`config.mk`:
```
export PLATFORM = sky130hd
export DESIGN_NAME = sseg_disp_mux_pwm
export DESIGN_NICKNAME = d
export VERILOG_FILES = /design/src/rtl/sseg_disp_mux_pwm_pkg.sv /design/src/rtl/sseg_disp_mux_pwm_tick_gen.sv /design/src/rtl/sseg_disp_mux_pwm.sv
export SDC_FILE = /design/constraint.sdc
export NUM_CORES = 1
export LEC_CHECK = 0
export BUFFER_PORTS_ARGS = -buffer_cell sky130_fd_sc_hd__buf_2
export CORE_MARGIN = 4
export CORE_UTILIZATION = 25
export DETAILED_ROUTE_END_ITERATION = 7
export PLACE_DENSITY = 0.46
export SLEW_MARGIN = 20
export SYNTH_ARGS = -nofsm -noshare
export SYNTH_HDL_FRONTEND = slang
export SYNTH_SLANG_ARGS = --single-unit
```
`constraint.sdc`:
```
create_clock -name clk -period 3.5 [get_ports clk]
set_input_delay 0.35 -clock clk [delete_from_list [all_inputs] [get_ports clk]]
set_output_delay 0.35 -clock clk [all_outputs]
set_load 0.05 [all_outputs]
```
`src/rtl/sseg_disp_mux_pwm_pkg.sv`:
```
// sseg_disp_mux_pwm_pkg: shared defaults and helpers for the seven-segment display blocks.
`default_nettype none
package sseg_disp_mux_pwm_pkg;

   localparam int DEF_DIGITS    = 4;
   localparam int DEF_SEG_W     = 8;
   localparam int DEF_PRESC_DIV = 8192;   // 100 MHz board clock -> ~763 Hz digit-slot rate
   localparam int DEF_BRIGHT_W  = 4;

   // Counter width for a modulo-n count; never narrower than one bit.
   function automatic int cnt_w(input int n);
      return (n > 1) ? $clog2(n) : 1;
   endfunction

endpackage
`default_nettype wire

```
`src/rtl/sseg_disp_mux_pwm_tick_gen.sv`:
```
// sseg_disp_mux_pwm_tick_gen: modulo-DIV counter, one-cycle tick in the cycle it wraps.
`default_nettype none
module sseg_disp_mux_pwm_tick_gen #(
   parameter int DIV = 8192,
   parameter int W   = 13
) (
   input  logic         clk,
   input  logic         reset,
   output logic [W-1:0] cnt_o,
   output logic         tick_o
);

   localparam logic [W-1:0] CNT_MAX = W'(DIV - 1);

   logic [W-1:0] cnt_q;
   logic [W-1:0] cnt_d;

   assign tick_o = (cnt_q == CNT_MAX);
   assign cnt_o  = cnt_q;

   always_comb begin
      cnt_d = tick_o ? '0 : cnt_q + 1'b1;
   end

   always_ff @(posedge clk) begin
      if (reset) begin
         cnt_q <= '0;
      end else begin
         cnt_q <= cnt_d;
      end
   end

endmodule
`default_nettype wire

```
`src/rtl/sseg_disp_mux_pwm.sv`:
```
// sseg_disp_mux_pwm: seven-segment digit multiplexer with enable mask, PWM brightness,
// guard sub-slot against ghosting and frame-synchronous input shadowing.
`default_nettype none
module sseg_disp_mux_pwm
   import sseg_disp_mux_pwm_pkg::*;
#(
   parameter int DIGITS    = DEF_DIGITS,
   parameter int SEG_W     = DEF_SEG_W,
   parameter int PRESC_DIV = DEF_PRESC_DIV,
   parameter int BRIGHT_W  = DEF_BRIGHT_W
) (
   input  logic                    clk,
   input  logic                    reset,
   input  logic [DIGITS*SEG_W-1:0] seg_in,
   input  logic [DIGITS-1:0]       dig_en,
   input  logic [BRIGHT_W-1:0]     bright,
   output logic [DIGITS-1:0]       an,
   output logic [SEG_W-1:0]        sseg,
   output logic                    frame_tick
);

   localparam int                  PW      = cnt_w(PRESC_DIV);
   localparam int                  DW      = cnt_w(DIGITS);
   localparam logic [BRIGHT_W-1:0] SUB_MAX = '1;
   localparam logic [DW-1:0]       DIG_MAX = DW'(DIGITS - 1);

   logic [PW-1:0]       presc;
   logic                presc_tick;
   logic [BRIGHT_W-1:0] sub_q, sub_d;
   logic [DW-1:0]       dig_q, dig_d;

   logic [DIGITS*SEG_W-1:0] sh_seg_q;
   logic [DIGITS-1:0]       sh_en_q;
   logic [BRIGHT_W-1:0]     sh_bright_q;
   logic                    load_pending_q;
   logic                    frame_tick_q;
   logic [DIGITS-1:0]       an_q, an_d;
   logic [SEG_W-1:0]        sseg_q, sseg_d;

   logic                    load;
   logic                    light;
   logic [SEG_W-1:0]        sh_seg_arr [DIGITS];

   sseg_disp_mux_pwm_tick_gen #(
      .DIV (PRESC_DIV),
      .W   (PW)
   ) u_presc (
      .clk    (clk),
      .reset  (reset),
      .cnt_o  (presc),
      .tick_o (presc_tick)
   );

   always_comb begin
      sub_d = sub_q;
      dig_d = dig_q;
      if (presc_tick) begin
         sub_d = sub_q + 1'b1;
         if (sub_q == SUB_MAX) begin
            dig_d = (dig_q == DIG_MAX) ? '0 : dig_q + 1'b1;
         end
      end
   end

   // Capture happens while all counters sit at zero, i.e. inside the guard sub-slot,
   // so the new shadows are in place before any segment of the frame lights.
   assign load = load_pending_q || ((presc == '0) && (sub_q == '0) && (dig_q == '0));

   for (genvar k = 0; k < DIGITS; k++) begin : g_seg_unpack
      assign sh_seg_arr[k] = sh_seg_q[k*SEG_W +: SEG_W];
   end

   assign light = sh_en_q[dig_q] && (sub_q != '0) && (sub_q <= sh_bright_q);

   always_comb begin
      an_d   = '1;
      sseg_d = '1;
      if (light) begin
         an_d   = ~(DIGITS'(1) << dig_q);
         sseg_d = sh_seg_arr[dig_q];
      end
   end

   always_ff @(posedge clk) begin
      if (reset) begin
         sub_q          <= '0;
         dig_q          <= '0;
         sh_seg_q       <= '1;
         sh_en_q        <= '0;
         sh_bright_q    <= '0;
         load_pending_q <= 1'b1;
         frame_tick_q   <= 1'b0;
         an_q           <= '1;
         sseg_q         <= '1;
      end else begin
         sub_q          <= sub_d;
         dig_q          <= dig_d;
         load_pending_q <= 1'b0;
         frame_tick_q   <= load;
         an_q           <= an_d;
         sseg_q         <= sseg_d;
         if (load) begin
            sh_seg_q    <= seg_in;
            sh_en_q     <= dig_en;
            sh_bright_q <= bright;
         end
      end
   end

   assign an         = an_q;
   assign sseg       = sseg_q;
   assign frame_tick = frame_tick_q;

endmodule
`default_nettype wire

```
==> metrics.txt, run 1 <==
most area-hungry cell type in the Yosys netlist=dfxtp_1; first-pass GRT wire length=14400 um; post-synth top area share=41.8%; Sum Neg Setup Slack=0 ns; register area=1460 um^2; Worst EP arrival=2.65 ns; Netlist cell types=40; post-synthesis sequential area ratio=41.8%; WP data required=3.69 ns; CTS sink count=73; Nets=471; post-DP HPWL=6070 um; Clock Skews=0.00541 ns; gpl congestion=0.792; crit path max fanout=33; outcome=complete, no violations; # DRC=0; CTS H-tree depth=3; syn nets=431; worst flop-to-flop path endpoint=sh_seg_q[3]$_SDFFE_PP1P_; CP endpoint kind=flop; CTS clk-pin slew, worst paths=0.06 ns; CP startpoint=dig_q[1]$_SDFFE_PP0P_; PostCTS Resize Cnt=0; area of the die=15900 um^2; flop-to-flop setup slack=1.04 ns; RSZ-0062 raised after global routing=false; post-DR vias/cell=4.79; Clock Tree Root=clkbuf_16; wire length per cell=14.8 um; FMAX=407 MHz; maximum vdd drop=0.000249 V; max_slew headroom=31.9%; maxcap violations=0; Syn Inst Count=377; I/O pin total=55; area grow syn2layout=19.7%; Tcrit/Tclk final=70.2%; IO Port Bufs=54; share of post-route cells with drive strength above 1=23.5%; Setup Buffers After CTS=0; antenna violations before repair=0; number of hold buffers added after cts=0; worst skew pair latency=0.34 ns; area occupied by multi-input gates=1710 um^2; Tot GR Track Use=11.3%; Reg2Reg Launch Point=dig_q[1]$_SDFFE_PP0P_; leak pwr=1.64 nW; Setup-failing EPs final=0; CORE AREA=13500 um^2; chip height=126 um; Worst Hold Class=input pin to flop; FF+latch count, synth=73; CTS tree=yes; post-layout util=31.1%; maximum root-to-sink buffer count=2; vias in the first global route=2811; final wirelength=8810 um; Final Hold Viols=0; Die Width=126 um; Tightest Pin Transition=1.02 ns; largest net degree at the start of global routing=34; Inserted Clock Buffers=9; vias after detailed routing=2858; starting utilization of the core area=26.0%; Ys Warns=0; pwr/cell area=485 nW/um^2; most frequent cells in the layout=dfxtp_1, o211ai_1, buf_2, inv_1, nor2_1; commonest non-fill, non-tap cell in the layout=dfxtp_1; DP Worst Slack=1.03 ns; ANT cells=0; Starting DRT DRC Count=182; synthesized area per cell=9.27 um^2; first-pass detailed-route iteration total=4; Reg2Reg Depth=7; FILL cells=1458; post-synthesis cell area=3500 um^2; synth top area cells=dfxtp_1, o211ai_1, mux4_2, inv_1, ha_1; Routed Antenna Nets=0; min cycle time layout=2.46 ns; CP Capture Point=sh_seg_q[3]$_SDFFE_PP1P_; fin worst setup slack=1.04 ns; row cnt=42; Startpoint Class=flop; Crit Path Class=flop to flop; fin. max-slew vios=0; GR Overflow Total=0
## kinds of logic (layout without fill, tap and decap cells)
kind of cell	count (synthesis)	after routing	share of synthesized area, %
XOR/XNOR	12	12	3.01
multiplexers	12	12	6.66
AO/OA/AOI/OAI	97	97	20.8
flip-flops	73	73	41.8
buffers and inverters	85	129	9.31
adder cells (fa/ha/maj)	12	12	4.29
AND/OR/NAND/NOR	86	86	14.1
## worst min path at each step
stage | startpoint | endpoint | slack, ns | cells past startpoint
floorplan | reset | load_pending_q$_DFF_P_ | 0.38 | 0
finish | seg_in[11] | sh_seg_q[11]$_SDFFE_PP1P_ | 0.28 | 3
CTS | seg_in[11] | sh_seg_q[11]$_SDFFE_PP1P_ | 0.27 | 3
global placement | u_presc.cnt_o[0]$_SDFF_PP0_ | u_presc.cnt_o[0]$_SDFF_PP0_ | 0.46 | 1
detailed placement | u_presc.cnt_o[0]$_SDFF_PP0_ | u_presc.cnt_o[0]$_SDFF_PP0_ | 0.47 | 1
global route | seg_in[25] | sh_seg_q[25]$_SDFFE_PP1P_ | 0.30 | 3
## cell type report
class,count,share of cell area (%)
clock buffers,10,5.71
clock inverters,5,0.778
inverters,53,4.75
multi-input cells,219,40.8
flip-flops and latches,73,34.9
well taps,176,5.26
repair buffers,61,7.72
## per-layer routing
layer | track usage (%) | wire length (um) | up-vias
li1 | - | - | 1442
met1 | 15.8 | 4450 | 1346
met2 | 16.4 | 3840 | 61
met5 | 0 | 0 | -
met4 | 4.67 | 125 | 0
met3 | 2.96 | 392 | 9
## flip-flops by register name (all words and copies together) (netlist names), 2 cells and up
register,flops
an,4
dig_q,2
sh_bright_q,4
sh_en_q,4
sh_seg_q,32
sseg,8
sub_q,4
u_presc.cnt_o,13
## Yosys cell counts (all sizes together)
master	instances
nor2b	1
o21ai	2
or3	1
nor4	3
a21oi	5
and3	2
a32o	1
nand3	20
dfxtp	73
o211ai	64
buf	6
and3b	1
nor4b	1
a41oi	8
nand4	4
ha	12
and4	2
or4	1
a21o	1
nor2	24
nor3	2
clkbuf	26
nor3b	2
xor2	5
xnor2	7
nand2	13
inv	53
o221ai	8
a31oi	8
and2	1
mux4	9
or3b	8
mux2i	3
## critical path: stages (launching register included)
cell	delay, ns
dfxtp_1	0.66
inv_1	0.13
ha_1	0.23
and3b_1	0.28
and3_1	0.30
a21oi_2	0.18
buf_4	0.36
o211ai_1	0.14
## per-stage QoR
stage / hold WS (ns) / total power, mW / std cells / instance area, um^2
final: 0.285 / 2.03 / 597 / 4180
after global routing: 0.296 / 2.13 / 597 / 4180
after CTS: 0.274 / 2.05 / 597 / 4180
after detailed placement: 0.473 / 1.21 / 582 / 3910
after global placement: 0.463 / 1.20 / 582 / 3910
after floorplan: 0.378 / 1.13 / 377 / 3500
## report_power, final
| group | switching, mW | leakage (nW) | total (mW) | internal (mW) |
|---|---|---|---|---|
| Combinational | 0.151 | 0.914 | 0.260 | 0.110 |
| Clock | 0.349 | 0.126 | 0.841 | 0.492 |
| Sequential | 0.0369 | 0.602 | 0.927 | 0.890 |
| Total | 0.537 | 1.64 | 2.03 | 1.49 |
(Power assumes the default switching activity.)
==> run 2, diff against run 1 <==
ABC_AREA = 1   (was unset)
PLACE_DENSITY = 0.47   (was 0.46)
clock period = 2.25 ns   (was 3.5 ns; I/O delays follow)
==> metrics.txt, run 2 <==
outcome=complete, no violations (unchanged); pwr/cell area=780 nW/um^2 (was 485 nW/um^2); min cycle time layout=1.73 ns (was 2.46 ns); Ys Warns=0 (unchanged); crit path max fanout=32 (was 33); I/O pin total=55 (unchanged); Crit Path Class=flop to flop (unchanged); EDFF count, synth=0 (unchanged); GR Overflow Total=0 (unchanged); CTS sink count=73 (unchanged); Starting DRT DRC Count=198 (was 182); wire length per cell=13.0 um (was 14.8 um); largest net degree at the start of global routing=50 (was 34); WP data required=2.44 ns (was 3.69 ns); Main synth FF type=dfxtp_1 (unchanged); CTS tree=yes (unchanged); CP endpoint kind=flop (unchanged); first-pass GRT wire length=13500 um (was 14400 um); FFs w/ async S/R, synth=0% (unchanged); Tightest Pin Transition=0.613 ns (was 1.02 ns); Sum Neg Setup Slack=0 ns (unchanged); CP Buf/Inv Count=1 (was 2); max FFs per register=32 (unchanged); share of post-route cells with drive strength above 1=18.6% (was 23.5%); PostCTS Resize Cnt=0 (unchanged); number of hold buffers added after cts=0 (unchanged); ANT cells=0 (unchanged); most common cell in the netlist=nand3_1 (was dfxtp_1); starting utilization of the core area=25.4% (was 26.0%); post-DR vias/cell=4.40 (was 4.79); CORE AREA=12600 um^2 (was 13500 um^2); post-DP HPWL=5930 um (was 6070 um); maximum vdd drop=0.000384 V (was 0.000249 V); Post-synth top cells=nand3_1, dfxtp_1, nand2_1 (was dfxtp_1, o211ai_1, inv_1); Clock Skews=0.00911 ns (was 0.00541 ns); Final Hold Viols=0 (unchanged); leak pwr=1.69 nW (was 1.64 nW); first-pass detailed-route iteration total=4 (unchanged); # DRC=0 (unchanged); Setup Buffers After CTS=0 (unchanged); post-synth top area share=45.5% (was 41.8%); Hold Crit Start=seg_in[4] (was seg_in[11]); worst skew pair latency=0.32 ns (was 0.34 ns); Worst Hold Class=input pin to flop (unchanged); maximum root-to-sink buffer count=2 (unchanged); CP Capture Point=sh_seg_q[31]$_SDFFE_PP1P_ (was sh_seg_q[3]$_SDFFE_PP1P_); Tot GR Track Use=11.5% (was 11.3%); commonest non-fill, non-tap cell in the layout=nand3_1 (was dfxtp_1); vias after detailed routing=2832 (was 2858); Tcrit/Tclk final=76.9% (was 70.2%); fin. max-slew vios=0 (unchanged); Worst EP arrival=1.92 ns (was 2.65 ns); Worst Hold Slack=0.0968 ns (was 0.285 ns); post-synthesis sequential area ratio=45.5% (was 41.8%); area grow syn2layout=21.9% (was 19.7%); chip height=121 um (was 126 um); gpl congestion=0.800 (was 0.792); FMAX=578 MHz (was 407 MHz); synthesized area per cell=7.66 um^2 (was 9.27 um^2); Startpoint Class=flop (unchanged); flop-to-flop setup slack=0.52 ns (was 1.04 ns); Setup-failing EPs final=0 (unchanged); post-route cell area=3910 um^2 (was 4180 um^2); Clock Tree Root=clkbuf_16 (unchanged); vias in the first global route=2711 (was 2811); most frequent cells in the layout=nand3_1, dfxtp_1, nand2_1, buf_2, nor2_1 (was dfxtp_1, o211ai_1, buf_2, inv_1, nor2_1); post-synthesis cell area=3210 um^2 (was 3500 um^2); final wirelength=8360 um (was 8810 um); instance count on the critical path=8 (was 7); Syn Inst Count=419 (was 377); antenna violations before repair=0 (unchanged); Die Width=121 um (was 126 um); CTS clk-pin slew, worst paths=0.06 ns (about the same); maxcap violations=0 (unchanged); Cell Area, Placed=3640 um^2 (was 3910 um^2); RSZ-0062 raised after global routing=false (unchanged); Routed Antenna Nets=0 (unchanged); FF+latch count, synth=73 (unchanged); worst-path cell with the longest stage delay=dfxtp_1 (unchanged); Netlist cell types=29 (was 40); CTS H-tree depth=3 (unchanged); top cell family by delay on the critical path=simple AND/OR/NAND/NOR gates (was flip-flops); CP startpoint=sub_q[0]$_SDFFE_PP0P_ (was dig_q[1]$_SDFFE_PP0P_); CP cell instances=inv_1, ha_1, nand3_1, nor2_1, nand2_2, nand2_2, nand2_1, nand3_1 (was inv_1, ha_1, and3b_1, and3_1, a21oi_2, buf_4, o211ai_1); syn nets=473 (was 431); Nets=524 (was 471); slowest stage delay, CP=0.37 ns (was 0.66 ns); Reg2Reg Launch Point=sub_q[0]$_SDFFE_PP0P_ (was dig_q[1]$_SDFFE_PP0P_); synth top area cells=dfxtp_1, nand3_1, nand2_1, nor2_1, ha_1 (was dfxtp_1, o211ai_1, mux4_2, inv_1, ha_1); most area-hungry cell type in the Yosys netlist=dfxtp_1 (unchanged); area of the die=14700 um^2 (was 15900 um^2); max_slew headroom=59.0% (was 31.9%); IO Port Bufs=54 (unchanged); Reg2Reg Depth=8 (was 7); Top reg by flops=sh_seg_q (unchanged); worst flop-to-flop path endpoint=sh_seg_q[31]$_SDFFE_PP1P_ (was sh_seg_q[3]$_SDFFE_PP1P_); row cnt=41 (was 42); Inserted Clock Buffers=9 (unchanged)
==> run 2: through the flow <==
stage          cells  worst slack, ns  total power [mW]  util, %
5_1_grt          644            0.353              3.20     31.0
3_5_place_dp     631            0.513              1.78     28.9
4_1_cts          644            0.485              3.09     31.0
6_report         644            0.520              3.05     31.0
2_1_floorplan    419            0.521              1.68        -
3_3_place_gp     631            0.519              1.78     28.9
==> run 2: cell families after synthesis <==
logic type                 share of synthesized area [%]
and+or+nand+nor                                     32.0
DFF                                                 45.5
buffers and inverters                               7.76
AOI/OAI and AO/OA                                   8.38
adders and majority gates                           4.68
xor gates and xnor gates                            1.64
==> run 2: worst min path at each step <==
stage | endpoint | slack (ns) | cells after the start
2_1_floorplan | load_pending_q$_DFF_P_ | 0.25 | 0
3_3_place_gp | sh_seg_q[13]$_SDFFE_PP1P_ | 0.43 | 3
3_5_place_dp | sh_seg_q[9]$_SDFFE_PP1P_ | 0.43 | 3
4_1_cts | sh_seg_q[4]$_SDFFE_PP1P_ | 0.09 | 3
5_1_grt | sh_seg_q[6]$_SDFFE_PP1P_ | 0.11 | 3
6_report | sh_seg_q[4]$_SDFFE_PP1P_ | 0.1 | 3
==> run 2: routing by layer <==
metal	up-vias	track usage [%]	wire length, um
met5	-	0	0
met4	0	4.41	136
met3	12	2.10	377
met2	64	15.9	3380
met1	1267	17.4	4470
li1	1489	-	-
==> run 2: area by class of cell <==
type / count / area, um^2
fill: 1428 / 8710
multi-input combinational: 290 / 1500
clock buffer: 13 / 270
timing repair buffer: 64 / 345
inverter: 32 / 120
tap: 172 / 215
sequential: 73 / 1460
==> run 2: worst reg2reg max path, delay by kind of cell (launching register included) <==
| family | cells | cell delay, ns |
|---|---|---|
| buf+inv | 1 | 0.10 |
| simple gates | 6 | 0.91 |
| flops | 1 | 0.37 |
| fa+ha+maj | 1 | 0.20 |
==> run 2: report_power, final <==
group | switching, mW | total [mW] | internal [mW]
clock | 0.478 | 1.30 | 0.818
combinational | 0.208 | 0.336 | 0.128
sequential | 0.0458 | 1.42 | 1.37
total | 0.732 | 3.05 | 2.32
==> run 3, diff against run 2 <==
clock period = 1.46 ns   (was 2.25 ns; I/O delays follow)
==> metrics.txt, run 3 (synthesis results as in run 2) <==
outcome=complete, no violations (unchanged); commonest non-fill, non-tap cell in the layout=nand3_1 (unchanged); top cell family by delay on the critical path=simple AND/OR/NAND/NOR gates (unchanged); Worst EP arrival=1.69 ns (was 1.92 ns); IO Port Bufs=54 (unchanged); pwr/cell area=1130 nW/um^2 (was 780 nW/um^2); Top cell by count, worst path=nand2_8; CP endpoint kind=flop (unchanged); Tcrit/Tclk final=97.2% (was 76.9%); Worst Hold Slack=0.00667 ns (was 0.0968 ns); Cell Area, Placed=3790 um^2 (was 3640 um^2); post-DR vias/cell=4.50 (was 4.40); post-DP HPWL=5910 um (was 5930 um); CTS tree=yes (unchanged); crit path max fanout=8 (was 32); Clock Tree Root=clkbuf_16 (unchanged); Inserted Clock Buffers=9 (unchanged); first-pass detailed-route iteration total=4 (unchanged); final wirelength=9820 um (was 8360 um); most frequent cells in the layout=nand3_1, dfxtp_1, nand2_1, buf_2, nor2_1 (unchanged); Nets=551 (was 524); RSZ-0062 raised after global routing=true (was false); flop-to-flop setup slack=0.04 ns (was 0.52 ns); Worst Hold Class=input pin to flop (unchanged); post-route cell area=4510 um^2 (was 3910 um^2); FILL cells=1362 (was 1428); CTS H-tree depth=3 (unchanged); Tot GR Track Use=12.1% (was 11.5%); Sum Neg Setup Slack=0 ns (unchanged); Setup-failing EPs final=0 (unchanged); max_slew headroom=76.6% (was 59.0%); Reg2Reg Launch Point=u_presc.cnt_o[4]$_SDFF_PP0_ (was sub_q[0]$_SDFFE_PP0P_); Routed Antenna Nets=0 (unchanged); vias after detailed routing=3030 (was 2832); wire length per cell=14.6 um (was 13.0 um); Layout Cells excl Fill=674 (was 644); Die Width=121 um (unchanged); Hold Crit Start=seg_in[8] (was seg_in[4]); min cycle time layout=1.42 ns (was 1.73 ns); WP data required=1.73 ns (was 2.44 ns); CORE AREA=12600 um^2 (unchanged); slowest stage delay, CP=0.34 ns (was 0.37 ns); Crit Path Class=flop to flop (unchanged); fin. max-slew vios=0 (unchanged); chip height=121 um (unchanged); worst-path cell with the longest stage delay=dfxtp_1 (unchanged); CP startpoint=u_presc.cnt_o[4]$_SDFF_PP0_ (was sub_q[0]$_SDFFE_PP0P_); ANT cells=0 (unchanged); max FFs per register=32 (unchanged); starting utilization of the core area=25.4% (unchanged); CP Buf/Inv Count=1 (unchanged); maximum vdd drop=0.000491 V (was 0.000384 V); largest net degree at the start of global routing=50 (unchanged); post-layout util=35.7% (was 31.0%); vias in the first global route=2821 (was 2711); maxcap violations=0 (unchanged); gpl congestion=0.816 (was 0.800); maximum root-to-sink buffer count=2 (unchanged); placed insts=643 (was 631); CTS sink count=73 (unchanged); CP cell instances=nor2_1, nand3_2, nor2_4, nand2_8, nand2_8, clkbuf_16, nand2_2, nand3_1 (was inv_1, ha_1, nand3_1, nor2_1, nand2_2, nand2_2, nand2_1, nand3_1); Clock Skews=0.00862 ns (was 0.00911 ns); Tightest Pin Transition=0.349 ns (was 0.613 ns); row cnt=41 (unchanged); share of post-route cells with drive strength above 1=33.1% (was 18.6%); area of the die=14700 um^2 (unchanged); GR Overflow Total=0 (unchanged); number of hold buffers added after cts=0 (unchanged); antenna violations before repair=0 (unchanged); leak pwr=1.94 nW (was 1.69 nW); FMAX=704 MHz (was 578 MHz); area grow syn2layout=40.5% (was 21.9%); Starting DRT DRC Count=215 (was 198); Startpoint Class=flop (unchanged); # DRC=0 (unchanged); worst skew pair latency=0.34 ns (was 0.32 ns); CTS clk-pin slew, worst paths=0.06 ns (about the same); I/O pin total=55 (unchanged); Top reg by flops=sh_seg_q (unchanged); Final Hold Viols=0 (unchanged); first-pass GRT wire length=14100 um (was 13500 um)
==> run 3: cell count changes in the layout (fill, tap and decap cells not counted), sizes merged <==
cell / change
clkbuf: +2
buf: +22
clkinvlp: +2
clkinv: +4
==> run 3: worst min-delay path, delay by kind of cell <==
kind	cells	cell delay (ns)
AND/OR/NAND/NOR	2	0.09
buffers and inverters	1	0.08
==> run 3: timing repair <==
| action | in CTS | in global routing |
|---|---|---|
| resized for setup | 7 | 56 |
| setup endpoints to repair | 10 | 69 |
| buffers inserted | 0 | 5 |
| pin swaps | 0 | 14 |
| cloned | 1 | 9 |
==> run 3: power breakdown <==
group	internal (mW)	leakage, nW	switching [mW]
combinational	0.376	1.20	0.451
clock	1.20	0.135	0.878
sequential	2.12	0.605	0.0655
==> run 3: layer usage <==
layer | vias up | global-route usage [%] | wire (um)
met3 | 6 | 4.48 | 666
met5 | - | 0 | 0
met2 | 87 | 17.3 | 4150
met1 | 1384 | 17.2 | 4930
li1 | 1553 | - | -
met4 | 0 | 2.87 | 74
==> run 3: area by class of cell <==
type	instances	area (um^2)	area share, %
Timing Repair Buffer	91	696	15.4
Sequential cell	73	1470	32.6
Tap cell	172	215	4.77
Clock buffer	10	239	5.30
Multi-Input combinational cell	290	1710	37.9
Inverter	32	135	3.00
Clock inverter	6	42.5	0.944
==> run 3: final timing paths <==
path	cells after the start	endpoint
setup / recovery	8	sh_seg_q[29]$_SDFFE_PP1P_
hold reg to reg	2	sh_seg_q[18]$_SDFFE_PP1P_
setup reg to reg	8	sh_seg_q[29]$_SDFFE_PP1P_
hold / removal	3	sh_seg_q[8]$_SDFFE_PP1P_
==> run 3: stage by stage <==
stage          setup slack [ns]  total power [mW]
5_1_grt                 -0.0230              5.33
4_1_cts                 0.00402              4.89
6_report                 0.0402              5.09
2_1_floorplan           -0.0198              2.59
3_3_place_gp            -0.0161              2.77
3_5_place_dp            -0.0129              2.77
